[src/rtl/signed_pow2_divide_sequencer.sv]
// Sequential signed divide by 2**S: one arithmetic right shift per clock, with a valid/ready handshake.
// Defining ROUND_TO_ZERO_EN truncates toward zero; otherwise the result rounds toward minus infinity.
module signed_pow2_divide_sequencer #(
  parameter int N  = 8,
  parameter int SW = 3
) (
  input  logic          clk,
  input  logic          rst,
  input  logic          in_valid,
  output logic          in_ready,
  input  logic [N-1:0]  in_a,
  input  logic [SW-1:0] in_s,
  output logic          out_valid,
  input  logic          out_ready,
  output logic [N-1:0]  out_res,
  output logic          busy
);

  typedef enum logic [1:0] {IDLE, SHIFT, DONE} state_t;

  state_t        state_reg;
  logic [N-1:0]  acc_reg;
  logic [SW-1:0] cnt_reg;
  logic          in_ready_reg;
  logic          out_valid_reg;
  logic          busy_reg;
`ifdef ROUND_TO_ZERO_EN
  logic          sticky_reg;
`endif

  always_ff @(posedge clk) begin
    if (rst) begin
      state_reg     <= IDLE;
      acc_reg       <= '0;
      cnt_reg       <= '0;
      in_ready_reg  <= 1'b1;
      out_valid_reg <= 1'b0;
      busy_reg      <= 1'b0;
`ifdef ROUND_TO_ZERO_EN
      sticky_reg    <= 1'b0;
`endif
    end else begin
      case (state_reg)
        IDLE: begin
          if (in_valid) begin
            acc_reg      <= in_a;
            cnt_reg      <= in_s;
            in_ready_reg <= 1'b0;
            busy_reg     <= 1'b1;
`ifdef ROUND_TO_ZERO_EN
            sticky_reg   <= 1'b0;
`endif
            if (in_s != '0) begin
              state_reg <= SHIFT;
            end else begin
              state_reg     <= DONE;
              out_valid_reg <= 1'b1;
            end
          end
        end
        SHIFT: begin
          // Counter stops at zero on the transition to DONE, so large S never wraps.
          acc_reg <= {acc_reg[N-1], acc_reg[N-1:1]};
          cnt_reg <= cnt_reg - 1'b1;
`ifdef ROUND_TO_ZERO_EN
          sticky_reg <= sticky_reg | acc_reg[0];
`endif
          if (cnt_reg == SW'(1)) begin
            state_reg     <= DONE;
            out_valid_reg <= 1'b1;
          end
        end
        DONE: begin
          if (out_ready) begin
            state_reg     <= IDLE;
            out_valid_reg <= 1'b0;
            busy_reg      <= 1'b0;
            in_ready_reg  <= 1'b1;
          end
        end
        default: begin
          state_reg     <= IDLE;
          out_valid_reg <= 1'b0;
          busy_reg      <= 1'b0;
          in_ready_reg  <= 1'b1;
        end
      endcase
    end
  end

  assign in_ready  = in_ready_reg;
  assign out_valid = out_valid_reg;
  assign busy      = busy_reg;

`ifdef ROUND_TO_ZERO_EN
  // A negative result that lost any one-bits is one too small for truncation toward zero.
  assign out_res = acc_reg + {{(N-1){1'b0}}, acc_reg[N-1] & sticky_reg};
`else
  assign out_res = acc_reg;
`endif

endmodule
[config.mk]
export PLATFORM = sky130hd
export DESIGN_NAME = signed_pow2_divide_sequencer
export DESIGN_NICKNAME = d
export VERILOG_FILES = /design/src/rtl/signed_pow2_divide_sequencer.sv
export SDC_FILE = /design/constraint.sdc
export NUM_CORES = 1
export LEC_CHECK = 0
export BUFFER_PORTS_ARGS = -buffer_cell sky130_fd_sc_hd__buf_2
export CELL_PAD_IN_SITES_DETAIL_PLACEMENT = 0
export CELL_PAD_IN_SITES_GLOBAL_PLACEMENT = 1
export CORE_MARGIN = 8
export CORE_UTILIZATION = 34
export DETAILED_ROUTE_END_ITERATION = 10
export PLACE_DENSITY_LB_ADDON = 0.3
export SLEW_MARGIN = 5
export SYNTH_ARGS = -nofsm -noshare
export SYNTH_HDL_FRONTEND = slang
export SYNTH_SLANG_ARGS = --single-unit
[constraint.sdc]
create_clock -name clk -period 1.5 [get_ports clk]
set_clock_uncertainty 0.1 [all_clocks]
set_input_delay 0.3 -clock clk [delete_from_list [all_inputs] [get_ports clk]]
set_output_delay 0.3 -clock clk [all_outputs]
set_load 0.05 [all_outputs]
Word level (Yosys, flattened, before mapping)
Index checks and enable logic that the tools add are counted.
W data, S select, Z words.
{"block": "classes", "add_sub_neg": 1, "eq_ne": 7, "n_mux": 19, "n_bitwise": 1, "n_reduce_logical": 8}
{"cell": "$pmux W8 S2", "count": 1}
{"cell": "$pmux W1 S3", "count": 3}
{"cell": "$reduce_and A3 Y1", "count": 3}
{"cell": "$mux W2", "count": 4}
{"cell": "$mux W8", "count": 1}
{"cell": "$ne A2 B2 Y1 const B", "count": 4}
{"cell": "$mux W1", "count": 7}
{"cell": "$pmux W2 S3", "count": 1}
{"cell": "$pmux W3 S2", "count": 1}
{"cell": "$reduce_and A4 Y1", "count": 1}
{"cell": "$eq A3 B1 Y1 const B", "count": 1}
{"cell": "$mux W3", "count": 1}
{"cell": "$reduce_bool A3 Y1", "count": 1}
{"cell": "$sub A3 B1 Y3 const B", "count": 1}
{"cell": "$eq A2 B1 Y1 const B", "count": 1}
{"cell": "$eq A2 B2 Y1 const B", "count": 1}
{"cell": "$logic_not A2 Y1", "count": 1}
{"cell": "$reduce_and A2 Y1", "count": 1}
{"cell": "$reduce_bool A2 Y1", "count": 1}
{"cell": "$not A1 Y1", "count": 1}
{"block": "word_totals", "regBits": 16, "in_bits": 15, "output_inout_bits": 11}

Depth between registers and ports, before layout
Gate-level depths: netlist of the first run.
{"block": "depth", "depth_word": 4, "depth_mapped": 6}

Worst setup path before layout of the first run
No wires, ideal clock.
{"block": "synth_timing", "path_kind": "reg2reg", "startpoint": "register state_reg[1]", "endpoint": "register out_valid_reg (netlist: out_valid)", "t_arrival_ns": 1.174, "required_time_ns": 1.279, "slack_ns": 0.106, "path_stages_with_launch": 5, "synth_period_minus_slack_ns": 1.394, "cell_sequence": "dfxtp_1 -> buf_6 -> a21oi_1 -> a211oi_2 -> mux2_2"}
{"block": "synth_between", "elab_chain_cells": 3, "word_cells_on_any_way": 9, "classes_between": "6 x eq/ne; 1 x mux; 2 x reduce/logical"}
{"item": "start, declared", "line_no": "21", "text": "state_t state_reg;"}
{"item": "start signal, assigned", "line_no": "33", "text": "state_reg <= IDLE;"}
{"item": "start signal, assigned", "line_no": "54", "text": "state_reg <= SHIFT;"}
{"item": "start signal, assigned", "line_no": "56", "text": "state_reg <= DONE;"}
{"item": "$eq A2 B1 Y1 (tied with other cells)", "line_no": "43", "text": "case (state_reg)"}
{"item": "$ne A2 B2 Y1 (no line)"}
{"item": "$reduce_and A4 Y1 (no line)"}
{"item": "end signal, assigned", "line_no": "37", "text": "out_valid_reg <= 1'b0;"}
{"item": "end signal, assigned", "line_no": "57", "text": "out_valid_reg <= 1'b1;"}
{"item": "end signal, assigned", "line_no": "70", "text": "out_valid_reg <= 1'b1;"}
{"item": "end, declared", "line_no": "25", "text": "logic out_valid_reg;"}
Parallel ways exist; a longest one is shown, timed or not.
A chain may end at the register's enable or synchronous reset.

Worst setup path in the final report of the first run
{"block": "layout_timing", "startpoint": "register cnt_reg[1]", "endpoint": "register out_valid_reg (netlist: out_valid)"}
{"block": "layout_between", "elab_chain_cells": 3}
{"item": "start, declared", "line_no": "23", "text": "logic [SW-1:0] cnt_reg;"}
{"item": "start signal, assigned", "line_no": "47", "text": "cnt_reg <= in_s;"}
{"item": "start signal, assigned", "line_no": "64", "text": "cnt_reg <= cnt_reg - 1'b1;"}
{"item": "$eq A3 B1 Y1", "line_no": "68", "text": "if (cnt_reg == SW'(1)) begin"}
{"item": "$ne A2 B2 Y1 (no line)"}
{"item": "$reduce_and A4 Y1 (no line)"}
{"item": "end signal, assigned", "line_no": "70"}
{"item": "end signal, assigned", "line_no": "76", "text": "out_valid_reg <= 1'b0;"}
{"item": "end signal, assigned", "line_no": "83", "text": "out_valid_reg <= 1'b0;"}
Every way passes these cells.

==> results of run 1 <==
[critical path: cells and delay by family, from the launching register on]
kind            cells  cell delay [ns]
compound gates      2             0.33
fa+ha+maj           1             0.14
buf+inv             1             0.07
flops               1             0.32
mux                 1             0.35
[worst max-delay path by stage]
| stage | end | depth (start not counted) |
|---|---|---|
| floorplan | out_valid | 4 |
| global placement | out_valid | 5 |
| detailed placement | out_valid | 5 |
| CTS | out_res[5] | 5 |
| global route | out_valid | 5 |
| finish | out_valid | 5 |
[synthesized netlist by cell type, types with 2 or more instances]
master / count
inv_1: 3
clkbuf_1: 2
nor3_1: 3
buf_2: 2
nand2b_1: 3
nor2b_1: 2
o21ai_0: 4
nor2_1: 15
a311oi_1: 8
ha_1: 2
a21oi_1: 5
dfxtp_1: 16
nand2_1: 18
a211oi_2: 3
[cells by family after synthesis]
group	after synthesis	share of synthesized area, %
fa+ha+maj	2	3.11
buf+inv	10	6.38
simple gates	44	24.3
flops	16	39.8
compound gates	25	23.8
mux	2	2.64
[stage by stage]
step           worst slack (ns)  hold WS [ns]  cell area (um^2)
3_5_place_dp            -0.0216         0.369              1020
6_report                 0.0959         0.131              1060
3_3_place_gp           -0.00972         0.370              1020
4_1_cts                  0.0285         0.123              1060
2_1_floorplan             0.106         0.336               805
5_1_grt                 0.00584         0.146              1060
[routing by layer]
metal | vias to the layer above | wire length [um]
met3 | 5 | 82
met1 | 361 | 1040
li1 | 419 | -
met2 | 21 | 900
met4 | 0 | 48
met5 | - | 0
[power groups by stage]
stage	registers, W	logic, W	clock network [W]
6_report	0.000573	0.000683	0.000297
5_1_grt	0.000587	0.000750	0.000324
4_1_cts	0.000571	0.000687	0.000308
3_5_place_dp	0.000581	0.000685	0
3_3_place_gp	0.000577	0.000674	0
2_1_floorplan	0.000753	0.000303	0
[final cells by class]
| cell class | instances | area, um^2 |
|---|---|---|
| fill | 240 | 1170 |
| timing repair buffer | 37 | 215 |
| inverter | 4 | 15.0 |
| clock buffer | 4 | 36.3 |
| tap | 28 | 35.0 |
| multi-input combinational | 73 | 437 |
| sequential | 16 | 323 |
[repair_timing]
| item | in CTS | in global routing |
|---|---|---|
| buffers inserted | 0 | 0 |
| setup endpoints to repair | 4 | 11 |
| hold buffers | 0 | 0 |
| resized for setup | 1 | 3 |
| pin swaps | 0 | 1 |
==> flow_metrics.py, run 1 <==
metrics = {
    "layout": {
        "stdcell_count": 162,
        "drive_above_1_share_pct": 38.1,
        "final_common_cell": "buf_2",
        "antenna_cells": 0,
        "final_core_util_pct": 47.5,
        "largest_register_ffs": 8,
        "area_delta_synth_final_pct": 31.9,
        "nets": 152,
        "layout_common_cells": "25 x buf_2, 18 x nand2_1, 15 x nor2_1",
    },
    "route": {
        "vias": 806,
        "firstDrtPassIters": 4,
        "via_per_inst": 4.98,
        "wl_um": 2070,
        "wl_per_cell_um": 12.8,
        "drt-initial-drc-count": 20,
        "drc": 0,
        "postRouteAntennaNets": 0,
    },
    "worst_setup_path": {
        "crit_start": "cnt_reg[1]",
        "critical_path_class": "register to register",
        "cp-start-kind": "register",
        "cp.arrival_ns": 1.50,
        "reg2reg_to": "out_valid",
        "max_stage_delay_ns": 0.35,
        "r2r_slack_ns": 0.1,
        "critPathCaptureType": "register",
        "critPathMaxFanout": 2,
        "cp_cell_sequence": "inv_1, ha_1, a21oi_1, a211oi_2, mux2_2",
        "worstPathRequired_ns": 1.60,
        "r2r_start": "cnt_reg[1]",
        "critical_path.slowest_cell": "mux2_2",
        "r2r_cells": 5,
    },
    "floorplan": {
        "dieArea_um2": 4180,
        "core_area_um2": 2230,
        "start_util_pct": 36.0,
        "die_h_um": 64.6,
        "ios": 26,
        "die_w_um": 64.6,
        "core.rowCount": 17,
    },
    "power": {
        "power_w": 0.00155,
        "switching_share_pct": 41.4,
        "ir_drop_v": 0.000987,
        "clkPwrFrac_pct": 19.1,
        "pwr-share-comb_pct": 44.0,
        "pwr-share-seq_pct": 36.9,
        "p_per_area_nw_per_um2": 1460,
        "p_int_w": 0.000909,
        "p_sw_w": 0.000643,
        "power.leakage_nw": 0.480,
    },
    "sta": {
        "fin_crit_sh_pct": 93.6,
        "tightest_slew_ns": 0.334,
        "rsz0062_at_grt": "false",
        "hold_viol_final": 0,
        "min_period_ns": 1.40,
        "fmax_mhz": 712,
        "slew_violations": 0,
        "setup_viol": 0,
        "fin_setup_tns_ns": 0,
        "slew_headroom_pct": 77.7,
    },
    "global_routing": {
        "use_met2_pct": 16.0,
        "use_met3_pct": 3.09,
        "antenna_found_initial": 0,
        "grt_util_met1_pct": 13.4,
        "grt_pass1_vias": 860,
        "track_usage_pct": 10.9,
        "grt_overflow": 0,
        "busiest_layer": "met2",
        "grt_max_degree": 18,
        "grt_first_pass_wirelength_um": 3680,
    },
    "run": {
        "drv_cap": 0,
    },
    "worst_hold_path": {
        "hold_depth": 3,
        "min_to": "out_res[7]",
        "hold_class": "input pin to register",
        "hold_start": "in_a[7]",
    },
    "run_status": {
        "outcome": "finished, final reports clean",
    },
    "clock_tree": {
        "cts_made_buffers": 3,
        "clk_pin_slew_ns": 0.10,
        "clock_path_buffers": 2,
        "root_buffer": "clkbuf_4",
        "tritoncts": "yes",
        "htree_levels": 1,
        "clock_latency_ns": 0.30,
        "cts_sinks": 16,
    },
    "synth": {
        "avgSynthCellArea_um2": 8.13,
        "synth_area_leader_cell": "dfxtp_1",
        "synth_enable_flop_cells": 0,
        "yosysTopAreaCellShare_pct": 39.8,
        "syn_area_um2": 805,
        "syn_nets": 116,
        "synth_cell_types": 27,
        "yosysWarnings": 0,
        "synth_seq_cells": 16,
        "synth_area_leaders": "dfxtp_1 40%, a311oi_1 8.7%, nand2_1 8.4%",
        "synthCells": 99,
        "synthArstFlopShare_pct": 0,
        "synth_seq_area_share_pct": 39.8,
        "ys_dominant_reg_cell": "dfxtp_1",
    },
    "placement": {
        "port_buffers": 25,
        "dp_hpwl_um": 1620,
        "gp_congestion": 0.763,
        "placed_cells": 158,
    },
}
No activity file was read; power rests on OpenSTA's default activity.
==> run 2, diff against run 1 <==
Settings changed: CORE_MARGIN 8 to unset, CTS_BUF_LIST set to sky130_fd_sc_hd__clkbuf_4 sky130_fd_sc_hd__clkbuf_8 sky130_fd_sc_hd__clkbuf_16.
==> run 2 against run 1 <==
Compared with the run above: die area fell by 39%; flip-flop and latch count unchanged; total power decreased by 2.2%; cell area shrank 1.4%; sequential power hardly changed; cell count fell by 1.2%; clock power fell by 2%; core utilization decreased by 0.22 points; first-iteration DRC count is 35% lower; non-clock buffer count is 2 lower; maximum frequency fell by 0.82%; register-to-register slack hardly changed; critical path type unchanged; largest cell class unchanged; largest power group unchanged.
==> flow_metrics.py, run 2 (synthesis results as in run 1) <==
metrics = {
    "placement": {
        "gp_congestion": 0.749,
        "port_buffers": 25,
        "placed_cell_area_um2": 1000,
        "dp_hpwl_um": 1320,
        "place_ws_ns": -0.0178,
    },
    "route": {
        "drc": 0,
        "wl_per_cell_um": 11.1,
        "firstDrtPassIters": 4,
        "drt-initial-drc-count": 13,
        "via_per_inst": 4.96,
        "postRouteAntennaNets": 0,
        "wl_um": 1780,
        "vias": 794,
    },
    "worst_setup_path": {
        "cp_common_cell": "a211oi_2",
        "critPathCaptureType": "register",
        "cp.arrival_ns": 1.53,
        "cp-start-kind": "register",
        "critical_path_class": "register to register",
        "max_stage_delay_ns": 0.38,
        "r2r_slack_ns": 0.08,
        "reg2reg_to": "state_reg[1]",
        "cp_cell_sequence": "nor2b_1, a211oi_2, buf_4, a211o_1, a211oi_2",
        "critPathMaxFanout": 9,
        "r2r_cells": 5,
        "critical_path.slowest_cell": "dfxtp_2",
        "r2r_start": "state_reg[1]",
        "worstPathRequired_ns": 1.61,
    },
    "sta": {
        "hold_viol_final": 0,
        "holdWs_ns": 0.145,
        "fmax_mhz": 706,
        "slew_violations": 0,
        "setup_viol": 0,
        "tightest_slew_ns": 0.323,
        "fin_setup_tns_ns": 0,
        "slew_headroom_pct": 78.4,
        "rsz0062_at_grt": "false",
        "worst_slack_ns": 0.0843,
        "fin_crit_sh_pct": 94.4,
        "min_period_ns": 1.42,
    },
    "clock_tree": {
        "post-cts-setup-buffers": 0,
        "clock_path_buffers": 2,
        "htree_levels": 1,
        "hold_buffers": 0,
        "clock_latency_ns": 0.29,
        "cts_sinks": 16,
        "tritoncts": "yes",
        "clk_pin_slew_ns": 0.10,
        "root_buffer": "clkbuf_4",
        "cts_made_buffers": 3,
    },
    "global_routing": {
        "grt_overflow": 0,
        "grt_first_pass_wirelength_um": 3060,
        "antenna_found_initial": 0,
        "grt_pass1_vias": 675,
        "grt_max_degree": 18,
        "track_usage_pct": 16.0,
    },
    "floorplan": {
        "dieArea_um2": 2560,
        "core.rowCount": 17,
        "ios": 26,
        "core_area_um2": 2210,
        "die_h_um": 50.6,
        "die_w_um": 50.6,
        "start_util_pct": 36.4,
    },
    "power": {
        "p_int_w": 0.000890,
        "power.leakage_nw": 0.470,
        "power_w": 0.00152,
        "pwr-share-seq_pct": 37.8,
        "clkPwrFrac_pct": 19.2,
        "ir_drop_v": 0.000700,
        "p_per_area_nw_per_um2": 1450,
        "pwr-share-comb_pct": 43.0,
        "p_sw_w": 0.000628,
        "switching_share_pct": 41.4,
    },
    "layout": {
        "area_delta_synth_final_pct": 30.0,
        "nets": 150,
        "largest_register_ffs": 8,
        "antenna_cells": 0,
        "final_common_cell": "buf_2",
        "drive_above_1_share_pct": 37.1,
        "finalInstanceArea_um2": 1050,
        "layout_common_cells": "25 x buf_2, 17 x nand2_1, 15 x nor2_1",
    },
    "worst_hold_path": {
        "hold_start": "in_a[7]",
        "hold_class": "input pin to register",
        "hold_depth": 3,
        "min_to": "out_res[7]",
    },
    "run": {
        "drv_cap": 0,
    },
    "run_status": {
        "outcome": "finished, final reports clean",
    },
}
run 2: cell count changes in the layout (fill, tap and decap cells not counted), sizes merged:
cell  previous run  this run
buf             37        35
run 2: worst max-delay path: cells and delay by family (launching register included):
family / cells / cell delay [ns]
AO/OA/AOI/OAI: 3 / 0.52
flip-flops: 1 / 0.38
AND/OR/NAND/NOR: 1 / 0.19
buffers and inverters: 1 / 0.15
run 2: per-layer routing:
layer | global-route usage (%) | routed length [um] | vias up
met3 | 3.64 | 69 | 4
met5 | 0 | 0 | -
met4 | 8.33 | 29 | 0
met1 | 21.5 | 910 | 361
li1 | - | - | 412
met2 | 23.8 | 773 | 17
run 2: metrics by stage:
stage               cells  utilization, %
floorplan              99               -
global placement      156            45.4
detailed placement    156            45.4
CTS                   160            47.1
global route          160            47.3
finish                160            47.3
run 2: power by group through the flow:
stage	combinational (W)	sequential, W	clock (W)
global route	0.000711	0.000587	0.000328
CTS	0.000654	0.000573	0.000304
floorplan	0.000303	0.000753	0
finish	0.000652	0.000574	0.000292
detailed placement	0.000653	0.000581	0
global placement	0.000647	0.000578	0
run 2: worst max-delay path by stage:
stage / from / endpoint / slack [ns] / cells after the start
after floorplan: state_reg[1] / out_valid / 0.11 / 4
after global placement: state_reg[1] / out_res[0] / 0.007 / 5
after detailed placement: state_reg[1] / out_res[1] / -0.02 / 5
after CTS: state_reg[0] / out_valid / 0.04 / 3
after global routing: cnt_reg[1] / out_valid / 0.004 / 5
final: state_reg[1] / state_reg[1] / 0.08 / 5
run 2: final cells by class:
| class | count | area (um^2) |
|---|---|---|
| flip-flops and latches | 16 | 323 |
| multi-input cells | 73 | 437 |
| inverters | 4 | 15.0 |
| fillers | 248 | 1170 |
| well taps | 28 | 35.0 |
| repair buffers | 35 | 200 |
| clock buffers | 4 | 36.3 |
run 2: timing repair:
item | 4_1_cts | 5_1_grt
endpoints found under the setup margin | 8 | 8
pin swaps | 0 | 1
resized for setup | 1 | 3
==> run 3, diff against run 2 <==
Settings changed: CORE_UTILIZATION 34 to 37, CTS_BUF_LIST sky130_fd_sc_hd__clkbuf_4 sky130_fd_sc_hd__clkbuf_8 sky130_fd_sc_hd__clkbuf_16 to sky130_fd_sc_hd__clkbuf_2 sky130_fd_sc_hd__clkbuf_4 sky130_fd_sc_hd__clkbuf_8.
==> run 3 against run 2 <==
Compared with the run above: register-to-register slack about the same; via count decreased by 1.6%; critical path depth unchanged; worst hold slack improved by 0.0040 ns; highest routed layer unchanged; sequential share of layout area decreased by 0.71 points; cell count increased by 0.63%; flip-flop and latch count unchanged; sequential power about the same; non-clock buffer count increased by 2; clock power decreased by 3%; clock-buffer cell count unchanged; critical endpoint is now out_valid; first-iteration DRC count increased by 31%.
==> flow_metrics.py, run 3 (synthesis results as in run 1) <==
metrics = {
    "route": {
        "wl_um": 1710,
        "firstDrtPassIters": 4,
        "drt-initial-drc-count": 17,
        "postRouteAntennaNets": 0,
        "vias": 781,
        "via_per_inst": 4.85,
        "drc": 0,
        "wl_per_cell_um": 10.6,
    },
    "sta": {
        "fin_crit_sh_pct": 94.7,
        "hold_viol_final": 0,
        "fmax_mhz": 704,
        "slew_violations": 0,
        "fin_setup_tns_ns": 0,
        "rsz0062_at_grt": "true",
        "tightest_slew_ns": 0.322,
        "min_period_ns": 1.42,
        "setup_viol": 0,
        "worst_slack_ns": 0.0794,
        "slew_headroom_pct": 78.5,
    },
    "worst_setup_path": {
        "critPathCaptureType": "register",
        "critical_path_class": "register to register",
        "worstPathRequired_ns": 1.58,
        "critPathMaxFanout": 2,
        "cp-start-kind": "register",
        "cp.arrival_ns": 1.50,
    },
    "placement": {
        "dp_hpwl_um": 1250,
        "place_ws_ns": -0.0212,
        "gp_congestion": 0.748,
        "port_buffers": 25,
        "placed_cell_area_um2": 1030,
    },
    "clock_tree": {
        "tritoncts": "yes",
        "clk_pin_slew_ns": 0.09,
        "clock_path_buffers": 2,
        "clock_latency_ns": 0.28,
        "post-cts-setup-buffers": 0,
        "cts.repair.resized": 0,
        "cts_sinks": 16,
        "cts_made_buffers": 3,
        "root_buffer": "clkbuf_4",
        "htree_levels": 1,
        "hold_buffers": 0,
    },
    "global_routing": {
        "grt_pass1_vias": 715,
        "antenna_found_initial": 0,
        "grt_first_pass_wirelength_um": 2990,
        "grt_overflow": 0,
        "track_usage_pct": 16.0,
        "grt_max_degree": 18,
    },
    "power": {
        "ir_drop_v": 0.000829,
        "p_per_area_nw_per_um2": 1440,
        "power.leakage_nw": 0.486,
    },
    "layout": {
        "regArea_um2": 324,
        "final_common_cell": "buf_2",
        "nets": 152,
        "finalInstanceArea_um2": 1070,
        "fill_cells": 208,
        "multiInputGateArea_um2": 438,
        "layout_common_cells": "25 x buf_2, 18 x nand2_1, 15 x nor2_1",
        "drive_above_1_share_pct": 38.1,
        "largest_register_ffs": 8,
        "area_delta_synth_final_pct": 33.6,
        "antenna_cells": 0,
    },
    "run_status": {
        "outcome": "finished, final reports clean",
    },
    "floorplan": {
        "ios": 26,
        "dieArea_um2": 2360,
        "start_util_pct": 40.2,
        "die_w_um": 48.6,
        "core_area_um2": 2000,
        "die_h_um": 48.6,
        "core.rowCount": 16,
    },
    "worst_hold_path": {
        "hold_class": "input pin to register",
    },
    "run": {
        "drv_cap": 0,
    },
}
[run 3: metrics by stage]
stage	total power [W]	instances	hold WS (ns)	util, %
final	0.00154	161	0.149	53.7
after detailed placement	0.00126	157	0.379	51.4
after global routing	0.00165	161	0.166	53.7
after floorplan	0.00106	99	0.336	-
after global placement	0.00126	157	0.373	51.4
after CTS	0.00155	161	0.141	53.3
[run 3: final cells by class]
type | count | area share, %
multi-input combinational | 73 | 40.7
sequential | 16 | 30.2
timing repair buffer | 37 | 21.2
clock buffer | 4 | 3.38
tap | 27 | 3.14
inverter | 4 | 1.40
[run 3: routing by layer]
metal / vias to the layer above / part of all wire, % / global-route usage, %
met4: 0 / 0.82 / 5.88
met1: 349 / 51 / 21.4
met2: 12 / 45 / 25.5
met5: - / 0 / 0
met3: 2 / 3.3 / 3.14
li1: 418 / - / -
[run 3: power by group]
part | leakage, nW | total [W] | switching, W | internal, W
clock | 0.0210 | 0.000282 | 0.000135 | 0.000147
combinational | 0.332 | 0.000690 | 0.000424 | 0.000266
sequential | 0.134 | 0.000571 | 0.0000631 | 0.000508
[run 3: path summary, 6_finish.rpt]
kind | from | end | slack (ns) | cells after the start
setup reg to reg | cnt_reg[1] | out_valid | 0.08 | 5
hold reg to reg | cnt_reg[1] | cnt_reg[1] | 0.39 | 2
hold / removal | in_a[7] | out_res[7] | 0.15 | 3
setup / recovery | cnt_reg[1] | out_valid | 0.08 | 5
[run 3: worst max-delay path, stage by stage, from the launching register on]
cell and delay (ns):
dfxtp_2 0.33, inv_1 0.06, ha_1 0.14, a21oi_1 0.09, a211oi_2 0.29, mux2_4 0.32
